[src/rtl/mark_result_streamer_pkg.sv]
// Shared constants, state encoding and helpers for the Golomb result streamer.
package mark_result_streamer_pkg;

    // Default width of one mark value.
    localparam int MARKWIDTH = 9;

    // First byte of every frame, lets the host resynchronise.
    localparam logic [7:0] SYNC_BYTE = 8'hA5;

    // Frame sequencer states.
    typedef enum logic [2:0] {
        IDLE    = 3'd0,
        HDR0    = 3'd1,
        HDR1    = 3'd2,
        HDR2    = 3'd3,
        MARK_HI = 3'd4,
        MARK_LO = 3'd5,
        CKSUM   = 3'd6
    } state_t;

    // Bytes in a frame carrying n results of (numpositions+1) marks each.
    function automatic int frame_len(input int numpositions, input int n);
        return 4 + 2 * (numpositions + 1) * n;
    endfunction

endpackage

[src/rtl/mark_result_streamer_snapshot_mux.sv]
// Selects one mark out of the captured result vector by (result, mark) index.
// Result 1 sits in the MSBs of the vector and mark 0 in the MSBs of each
// result; out-of-range indices return zero.
module mark_snapshot_mux
    import mark_result_streamer_pkg::*;
#(
    parameter int NUMPOSITIONS = 5,
    parameter int NUMRESULTS   = 10,
    parameter int MARKWIDTH    = mark_result_streamer_pkg::MARKWIDTH,
    parameter int RW           = 6,
    parameter int KW           = 3
) (
    input  logic [(NUMPOSITIONS+1)*MARKWIDTH*NUMRESULTS-1:0] snap,
    input  logic [RW-1:0]                                    r,
    input  logic [KW-1:0]                                    k,
    output logic [MARKWIDTH-1:0]                             mark
);

    localparam int MARKS_PER = NUMPOSITIONS + 1;
    localparam int NUMMARKS  = MARKS_PER * NUMRESULTS;

    int idx;

    // Flatten (r, k) to a mark ordinal counted from the MSB end and shift it down.
    always_comb begin
        idx  = (int'(r) - 1) * MARKS_PER + int'(k);
        mark = '0;
        if (r != '0 && idx < NUMMARKS) begin
            mark = MARKWIDTH'(snap >> ((NUMMARKS - 1 - idx) * MARKWIDTH));
        end
    end

endmodule

[src/rtl/mark_result_streamer.sv]
// Captures the search results on a rising `done` and streams them to the host
// as a framed byte sequence over a valid/ready interface:
//   A5, n, marks-per-result, {mark_hi, mark_lo} per mark, checksum.
module mark_result_streamer
    import mark_result_streamer_pkg::*;
#(
    parameter int NUMPOSITIONS = 5,
    parameter int NUMRESULTS   = 10,
    parameter int MARKWIDTH    = mark_result_streamer_pkg::MARKWIDTH
) (
    input  logic                                             clock,
    input  logic                                             reset,
    input  logic                                             done,
    input  logic [5:0]                                       numResults,
    input  logic [(NUMPOSITIONS+1)*MARKWIDTH*NUMRESULTS-1:0] results,
    output logic [7:0]                                       tx_data,
    output logic                                             tx_valid,
    input  logic                                             tx_ready,
    output logic                                             busy,
    output logic                                             frame_sent,
    output logic                                             missed
);

    localparam int TOTALW = (NUMPOSITIONS + 1) * MARKWIDTH * NUMRESULTS;
    localparam int KW     = (NUMPOSITIONS < 1) ? 1 : $clog2(NUMPOSITIONS + 1);

    localparam logic [5:0]    NMAX             = 6'(NUMRESULTS);
    localparam logic [KW-1:0] KLAST            = KW'(NUMPOSITIONS);
    localparam logic [7:0]    MARKS_PER_RESULT = 8'(NUMPOSITIONS + 1);

    state_t                state;
    logic                  done_q;
    logic                  rise;
    logic                  xfer;
    logic                  capture;
    logic [5:0]            n_clamp;
    logic [TOTALW-1:0]     snap;
    logic [5:0]            n_q;
    logic [5:0]            r_q;
    logic [KW-1:0]         k_q;
    logic [7:0]            csum_q;
    logic [7:0]            csum_next;
    logic [MARKWIDTH-1:0]  mark;
    logic [15:0]           mark16;

    assign rise      = done & ~done_q;
    assign xfer      = tx_valid & tx_ready;
    assign capture   = rise && (state == IDLE);
    assign n_clamp   = (numResults > NMAX) ? NMAX : numResults;
    assign mark16    = 16'(mark);
    // Running sum including the byte being accepted this cycle.
    assign csum_next = csum_q + tx_data;

    mark_snapshot_mux #(
        .NUMPOSITIONS (NUMPOSITIONS),
        .NUMRESULTS   (NUMRESULTS),
        .MARKWIDTH    (MARKWIDTH),
        .RW           (6),
        .KW           (KW)
    ) u_mux (
        .snap (snap),
        .r    (r_q),
        .k    (k_q),
        .mark (mark)
    );

    // Snapshot of the result vector and clamped count, frozen for the whole frame.
    always_ff @(posedge clock) begin
        if (capture) begin
            snap <= results;
            n_q  <= n_clamp;
        end
    end

    // Frame sequencer: every advance happens on an accepted byte, and the byte
    // for the next state is loaded into tx_data on that same edge. The mark
    // indices step on the MARK_HI transfer so that during MARK_LO they already
    // point at the next mark; r_q passing n_q marks the end of the marks.
    always_ff @(posedge clock or negedge reset) begin
        if (!reset) begin
            state      <= IDLE;
            done_q     <= 1'b0;
            tx_data    <= 8'h00;
            tx_valid   <= 1'b0;
            busy       <= 1'b0;
            frame_sent <= 1'b0;
            missed     <= 1'b0;
            r_q        <= 6'd0;
            k_q        <= '0;
            csum_q     <= 8'h00;
        end else begin
            done_q     <= done;
            frame_sent <= 1'b0;
            if (rise && state != IDLE) begin
                missed <= 1'b1;
            end
            case (state)
                IDLE: begin
                    if (rise) begin
                        state    <= HDR0;
                        tx_data  <= SYNC_BYTE;
                        tx_valid <= 1'b1;
                        busy     <= 1'b1;
                        r_q      <= 6'd1;
                        k_q      <= '0;
                        csum_q   <= 8'h00;
                    end
                end
                HDR0: begin
                    if (xfer) begin
                        state   <= HDR1;
                        tx_data <= {2'b00, n_q};
                    end
                end
                HDR1: begin
                    if (xfer) begin
                        state   <= HDR2;
                        tx_data <= MARKS_PER_RESULT;
                        csum_q  <= csum_next;
                    end
                end
                HDR2: begin
                    if (xfer) begin
                        csum_q <= csum_next;
                        if (n_q == 6'd0) begin
                            state   <= CKSUM;
                            tx_data <= csum_next;
                        end else begin
                            state   <= MARK_HI;
                            tx_data <= mark16[15:8];
                        end
                    end
                end
                MARK_HI: begin
                    if (xfer) begin
                        state   <= MARK_LO;
                        tx_data <= mark16[7:0];
                        csum_q  <= csum_next;
                        if (k_q == KLAST) begin
                            k_q <= '0;
                            r_q <= r_q + 6'd1;
                        end else begin
                            k_q <= k_q + KW'(1);
                        end
                    end
                end
                MARK_LO: begin
                    if (xfer) begin
                        csum_q <= csum_next;
                        if (r_q > n_q) begin
                            state   <= CKSUM;
                            tx_data <= csum_next;
                        end else begin
                            state   <= MARK_HI;
                            tx_data <= mark16[15:8];
                        end
                    end
                end
                CKSUM: begin
                    if (xfer) begin
                        state      <= IDLE;
                        tx_data    <= 8'h00;
                        tx_valid   <= 1'b0;
                        busy       <= 1'b0;
                        frame_sent <= 1'b1;
                    end
                end
                default: begin
                    state    <= IDLE;
                    tx_valid <= 1'b0;
                    busy     <= 1'b0;
                end
            endcase
        end
    end

endmodule

[config.mk]
export PLATFORM = sky130hd
export DESIGN_NAME = mark_result_streamer
export DESIGN_NICKNAME = d
export VERILOG_FILES = /design/src/rtl/mark_result_streamer_pkg.sv /design/src/rtl/mark_result_streamer_snapshot_mux.sv /design/src/rtl/mark_result_streamer.sv
export SDC_FILE = /design/constraint.sdc
export NUM_CORES = 2
export LEC_CHECK = 0
export ABC_CLOCK_PERIOD_IN_PS = 40600
export BUFFER_PORTS_ARGS = -buffer_cell sky130_fd_sc_hd__buf_2
export CORE_AREA = 2 2 306 277
export CTS_BUF_LIST = sky130_fd_sc_hd__clkbuf_8
export DETAILED_ROUTE_END_ITERATION = 7
export DIE_AREA = 0 0 308 279
export PLACE_DENSITY_LB_ADDON = 0.08
export SLEW_MARGIN = 25
export SYNTH_ARGS = -nofsm -noshare
export SYNTH_HDL_FRONTEND = slang
export SYNTH_SLANG_ARGS = --single-unit
export TNS_END_PERCENT = 50
[constraint.sdc]
create_clock -name clock -period 40.6 [get_ports clock]
set_clock_uncertainty 0.15 [all_clocks]
set_input_delay 8.12 -clock clock [delete_from_list [all_inputs] [get_ports clock]]
set_output_delay 8.12 -clock clock [all_outputs]
set_load 0.01 [all_outputs]
**After elaboration in Yosys (flattened, before gate mapping)**

Cells that the tools add are included.

- Add/sub/neg operators: 6
- Multipliers: 2
- Divide/modulo/power cells: 0
- Order comparisons: 3
- Equal/unequal tests: 16
- Shift operators: 1
- Muxes and demuxes: 37
- Bitwise logic cells: 4
- Reduce and logical (&&, ||, !) cells: 18

Operators with widths:

| operator | count |
|---|---|
| $shr A540 B32 Y9 | 1 |
| $mux W8 | 11 |
| $pmux W8 S7 | 1 |
| $add A32 B4 Y32 | 1 |
| $lt A32 B7 Y1 const B | 1 |
| $mul A32 B3 Y31 const B | 1 |
| $mul A32 B5 Y32 const B | 1 |
| $sub A7 B32 Y32 const A | 1 |
| $mux W3 | 10 |
| $pmux W3 S7 | 1 |
| $mux W6 | 3 |
| $ne A2 B2 Y1 const B | 8 |
| $pmux W8 S2 | 1 |
| $eq A3 B3 Y1 const B | 4 |
| $pmux W6 S2 | 1 |
| $mux W9 | 1 |
| $reduce_and A3 Y1 | 3 |
| $add A8 B8 Y8 | 1 |
| $reduce_and A8 Y1 | 1 |
| $reduce_and A7 Y1 | 1 |
| $reduce_bool A7 Y1 | 1 |
| $sub A6 B1 Y7 const B | 1 |
| $add A6 B1 Y6 const B | 1 |
| $eq A3 B2 Y1 const B | 2 |
| other kinds (20) | 29 |

- Bits in registers: 578
- Latch bits: 0
- Bits in writable memories: 0
- Memory bits (read-only): 0
- Input port bits: 550
- Memories: 0

**Logic depth before layout (Yosys ltp)**

- Depth after elaboration: 10
- Depth in mapped cells: 42
- Depth with buffers taken out: 39

**Cells and area by module**

Synthesis repeated with hierarchy kept, for this count alone.

- Cells, all modules: 3748
- Area total of the unflattened synthesis: 42624.6 um^2

By module, submodules not included:

| module | times used | cells each | area each (um^2) | sequential area each (um^2) |
|---|---|---|---|---|
| mark_snapshot_mux | 1 | 2969 | 24124.4 | 0.0 |
| mark_result_streamer | 1 | 779 | 18500.2 | 17196.5 |

**Least setup slack after synthesis**

Ideal clock, no wire load.

- Path type: in2reg
- Start point: in done
- End point: reg csum_q[7]
- Library setup time: 0.139 ns
- Arrival: 26.812 ns
- Data required time: 40.311 ns
- Path slack: 13.499 ns
- Stages on the path: 5
- Buffers on the path: 1
- Cells stage by stage: nor2b_1 -> and3_1 -> clkbuf_1 -> nor2_1 -> a22o_1

- Word-level cells in the longest chain between the ends: 3

RTL lines:

| item | line | text |
|---|---|---|
| from (decl) | mark_result_streamer.sv:13 | `input logic done,` |
| $and A1 B1 Y1 | mark_result_streamer.sv:46 | `assign rise = done & ~done_q;` |
| $ne A2 B2 Y1 (no line) | -- |  |
| $reduce_and A3 Y1 (no line) | -- |  |
| to (signal assigned) | mark_result_streamer.sv:119 | `csum_q <= csum_next;` |
| to (signal assigned) | mark_result_streamer.sv:124 | `csum_q <= csum_next;` |
| to (signal assigned) | mark_result_streamer.sv:138 | `csum_q <= csum_next;` |
| to (decl) | mark_result_streamer.sv:41 | `logic [7:0] csum_q;` |

Every way passes these cells.
A chain may end at the register's enable or synchronous reset.

**Final worst setup path**

- Start point: in done
- End point: reg snap[274], enable pin

- Word-level cells in the longest chain between the ends: 2

RTL lines:

| item | line | text |
|---|---|---|
| $and A1 B1 Y1 | mark_result_streamer.sv:46 |  |
| $logic_and A1 B1 Y1 | mark_result_streamer.sv:48 | `assign capture = rise && (state == IDLE);` |
| to (signal assigned) | mark_result_streamer.sv:70 | `snap <= results;` |
| to (decl) | mark_result_streamer.sv:37 | `logic [TOTALW-1:0] snap;` |

Every way passes these cells.

==> flow_metrics.py <==
metrics = {
    "outcome": {
        "outcome": "completed",
    },
    "detailed_routing": {
        "vias_per_cell": 7.31,
        "drc": 0,
        "wl_um": 161000,
        "ant_nets": 0,
        "vias": 35900,
        "dr.pass1.iters": 8,
        "avgRoutedWirePerCell_um": 32.6,
        "drtIter0Drc": 5761,
    },
    "critical_path": {
        "crit_start": "done",
        "start_kind": "primary input",
        "critical_path_class": "in2reg",
        "r2r_start": "r_q[0]",
        "r2r_slack_ns": 28.45,
        "crit_path_end": "snap[274]",
        "worstRegToRegCells": 34,
        "cp.arrival_ns": 12.61,
        "cp_max_fo": 74,
        "cp-end-kind": "flip-flop",
        "cp.required_ns": 40.80,
        "r2r-end": "tx_data[6]",
    },
    "floorplanning": {
        "rows": 100,
        "initial_core_util_pct": 54.7,
        "die_x_um": 308,
        "die_area_sq_um": 85900,
        "pin_count": 562,
        "core_sq_um": 82600,
        "die_y_um": 279,
    },
    "cts": {
        "tritoncts": "done",
        "cts.sinks": 578,
        "cts_buffer_depth": 3,
        "cts_setup_buffers": 0,
        "cts_resized": 0,
        "htreeDepth": 3,
        "cts_hold_buffers": 0,
        "clk_pin_slew_ns": 0.06,
        "cts_root_buf": "clkbuf_8",
        "numCtsBuffers": 95,
        "clock_latency_ns": 0.75,
    },
    "finish": {
        "drive_gt1_share_pct": 39.3,
        "nNetsFinal": 4416,
        "synthToLayoutAreaGrowth_pct": 12.1,
        "final_cell_count_no_fill": 4917,
        "utilization_pct": 61.4,
        "fillers": 6382,
    },
    "timing": {
        "tns_ns": 0,
        "setup_viol": 0,
        "tightest_slew_ns": 1.04,
        "maxSlewViolCount": 0,
        "hold_viol_final": 0,
        "fin_crit_sh_pct": 30.6,
        "rsz0062_at_grt": "no",
        "fin_crit_ns": 12.41,
        "max_slew_margin_pct": 30.1,
        "fmax_mhz": 80.6,
    },
    "synthesis": {
        "ys.flop_type": "edfxtp_1",
        "synthesis.area_sq_um": 45200,
        "synth_cells": 3357,
        "yosys_warnings": 0,
        "ys_seq_area_share_pct": 38.0,
        "synth_edf_count": 546,
        "ys_ff_latch": 578,
        "avgSynthCellArea_sq_um": 13.5,
        "ys_types": 100,
        "async_reset_ff_share_pct": 5.54,
    },
    "placement": {
        "placed_cells": 4745,
        "routabilityCongestion": 1.01,
        "numPortBuffers": 561,
        "dp_hpwl_um": 124000,
    },
    "global_routing": {
        "grt_pass1_vias": 34600,
        "grt_pass1_wl_um": 233000,
        "antenna_found_initial": 9,
        "grt_max_degree": 176,
        "grt_usage_pct": 37.1,
        "overflow": 0,
    },
    "flow_run": {
        "maxCapViolCount": 0,
    },
    "worst_hold_path": {
        "hold_path.class": "reg2reg",
    },
}
==> metal layers <==
metal / up-vias / wire [um] / global-route usage [%]
li1: 14800 / - / -
met5: - / 71 / 0
met1: 18200 / 61200 / 52.2
met2: 2569 / 73900 / 56.9
met4: 10 / 6740 / 13.3
met3: 375 / 18600 / 8.66
==> kinds of logic (layout without fill, tap and decap cells) <==
group | after synthesis | in the layout | share of synthesized area, %
AOI/OAI and AO/OA | 640 | 640 | 9.13
xor gates and xnor gates | 70 | 70 | 1.56
adders and majority gates | 94 | 94 | 2.67
buffers and inverters | 347 | 832 | 2.99
DFF | 578 | 578 | 38.0
muxes | 869 | 869 | 37.4
other | 1 | 5 | 0.00830
and+or+nand+nor | 758 | 758 | 8.16
==> worst max-delay path, stage by stage <==
cell and delay (ns):
buf_2 0.09, nor2b_1 0.32, and3_4 0.82, buf_4 0.81
buf_4 0.74, buf_4 0.71, buf_4 0.81
==> sequential cells by signal, indices dropped and copies added, names as in the netlist, 3 cells and up <==
| signal | flops |
|---|---|
| state | 3 |
| r_q | 6 |
| k_q | 3 |
| tx_data | 8 |
| csum_q | 8 |
| snap | 540 |
| n_q | 6 |
==> cells in the mapped netlist, types with 21 or more instances <==
| library cell | instances | share of area [%] |
|---|---|---|
| mux4_2 | 651 | 32 |
| edfxtp_1 | 546 | 36 |
| nand2_1 | 265 | 2.2 |
| a21oi_1 | 236 | 2.6 |
| clkbuf_1 | 190 | 1.6 |
| nor2_1 | 176 | 1.5 |
| mux2i_1 | 153 | 3.4 |
| o21ai_0 | 95 | 1.1 |
| ha_1 | 90 | 2.5 |
| buf_1 | 82 | 0.68 |
| mux2_2 | 65 | 1.6 |
| a211oi_1 | 63 | 1.0 |
| nor2b_1 | 56 | 0.77 |
| nor3_1 | 56 | 0.62 |
| inv_1 | 46 | 0.38 |
| nand3_1 | 46 | 0.51 |
| xnor2_1 | 33 | 0.64 |
| dfrtp_1 | 32 | 1.8 |
| xor2_1 | 30 | 0.58 |
| and2_1 | 27 | 0.37 |
| a31oi_1 | 24 | 0.33 |
| o211ai_1 | 24 | 0.40 |
| and3_1 | 21 | 0.29 |
==> worst min path at each step <==
stage              start        end  slack [ns]  cells past startpoint
2_1_floorplan  csum_q[0]  csum_q[0]        0.32                      1
3_3_place_gp      missed     missed        0.30                      1
3_5_place_dp      missed     missed        0.33                      1
4_1_cts           missed     missed        0.35                      1
5_1_grt           missed     missed        0.37                      1
6_report          missed     missed        0.34                      1
==> layout make-up <==
class,count,area [sq um],share of cell area [%]
clock buffers,96,1320,2.61
repair buffers,615,3310,6.52
clock inverters,72,532,1.05
well taps,1071,1340,2.64
flip-flops and latches,578,17200,33.9
inverters,49,194,0.383
diodes,3,7.51,0.0148
multi-input cells,2433,26800,52.8
==> placed cells by master (no fill, tap or decap), types with 10 or more instances in the layout <==
master / instances
clkinv_1: 17
nand2_1: 265
o211ai_1: 24
xnor2_1: 32
edfxtp_1: 546
a21oi_1: 236
nand3_1: 46
clkinv_2: 13
mux2i_1: 153
o22ai_1: 20
a211oi_1: 63
o21ai_0: 95
nand2b_1: 17
nor2b_1: 56
mux4_2: 651
nor3_1: 54
mux2_2: 65
ha_1: 87
xor2_1: 28
clkbuf_8: 96
or4_1: 10
inv_1: 71
a311oi_1: 12
a31oi_1: 24
nand4_1: 16
dfrtp_1: 31
nor4_1: 11
nor2_1: 175
a22o_1: 13
and3_1: 20
and2_1: 27
o31ai_1: 12
a21o_1: 16
buf_4: 45
buf_2: 561
==> stage by stage <==
stage / setup WS [ns] / hold WS [ns] / instance area [sq um]
finish: 28.19 / 0.337 / 50700
global route: 27.67 / 0.371 / 50700
CTS: 28.25 / 0.346 / 50600
detailed placement: 27.48 / 0.332 / 48800
global placement: 27.76 / 0.297 / 48800
floorplan: 13.50 / 0.320 / 45200
Power is not shown: default switching activity piles up to over one toggle a cycle in this logic, so the estimate is an artifact.
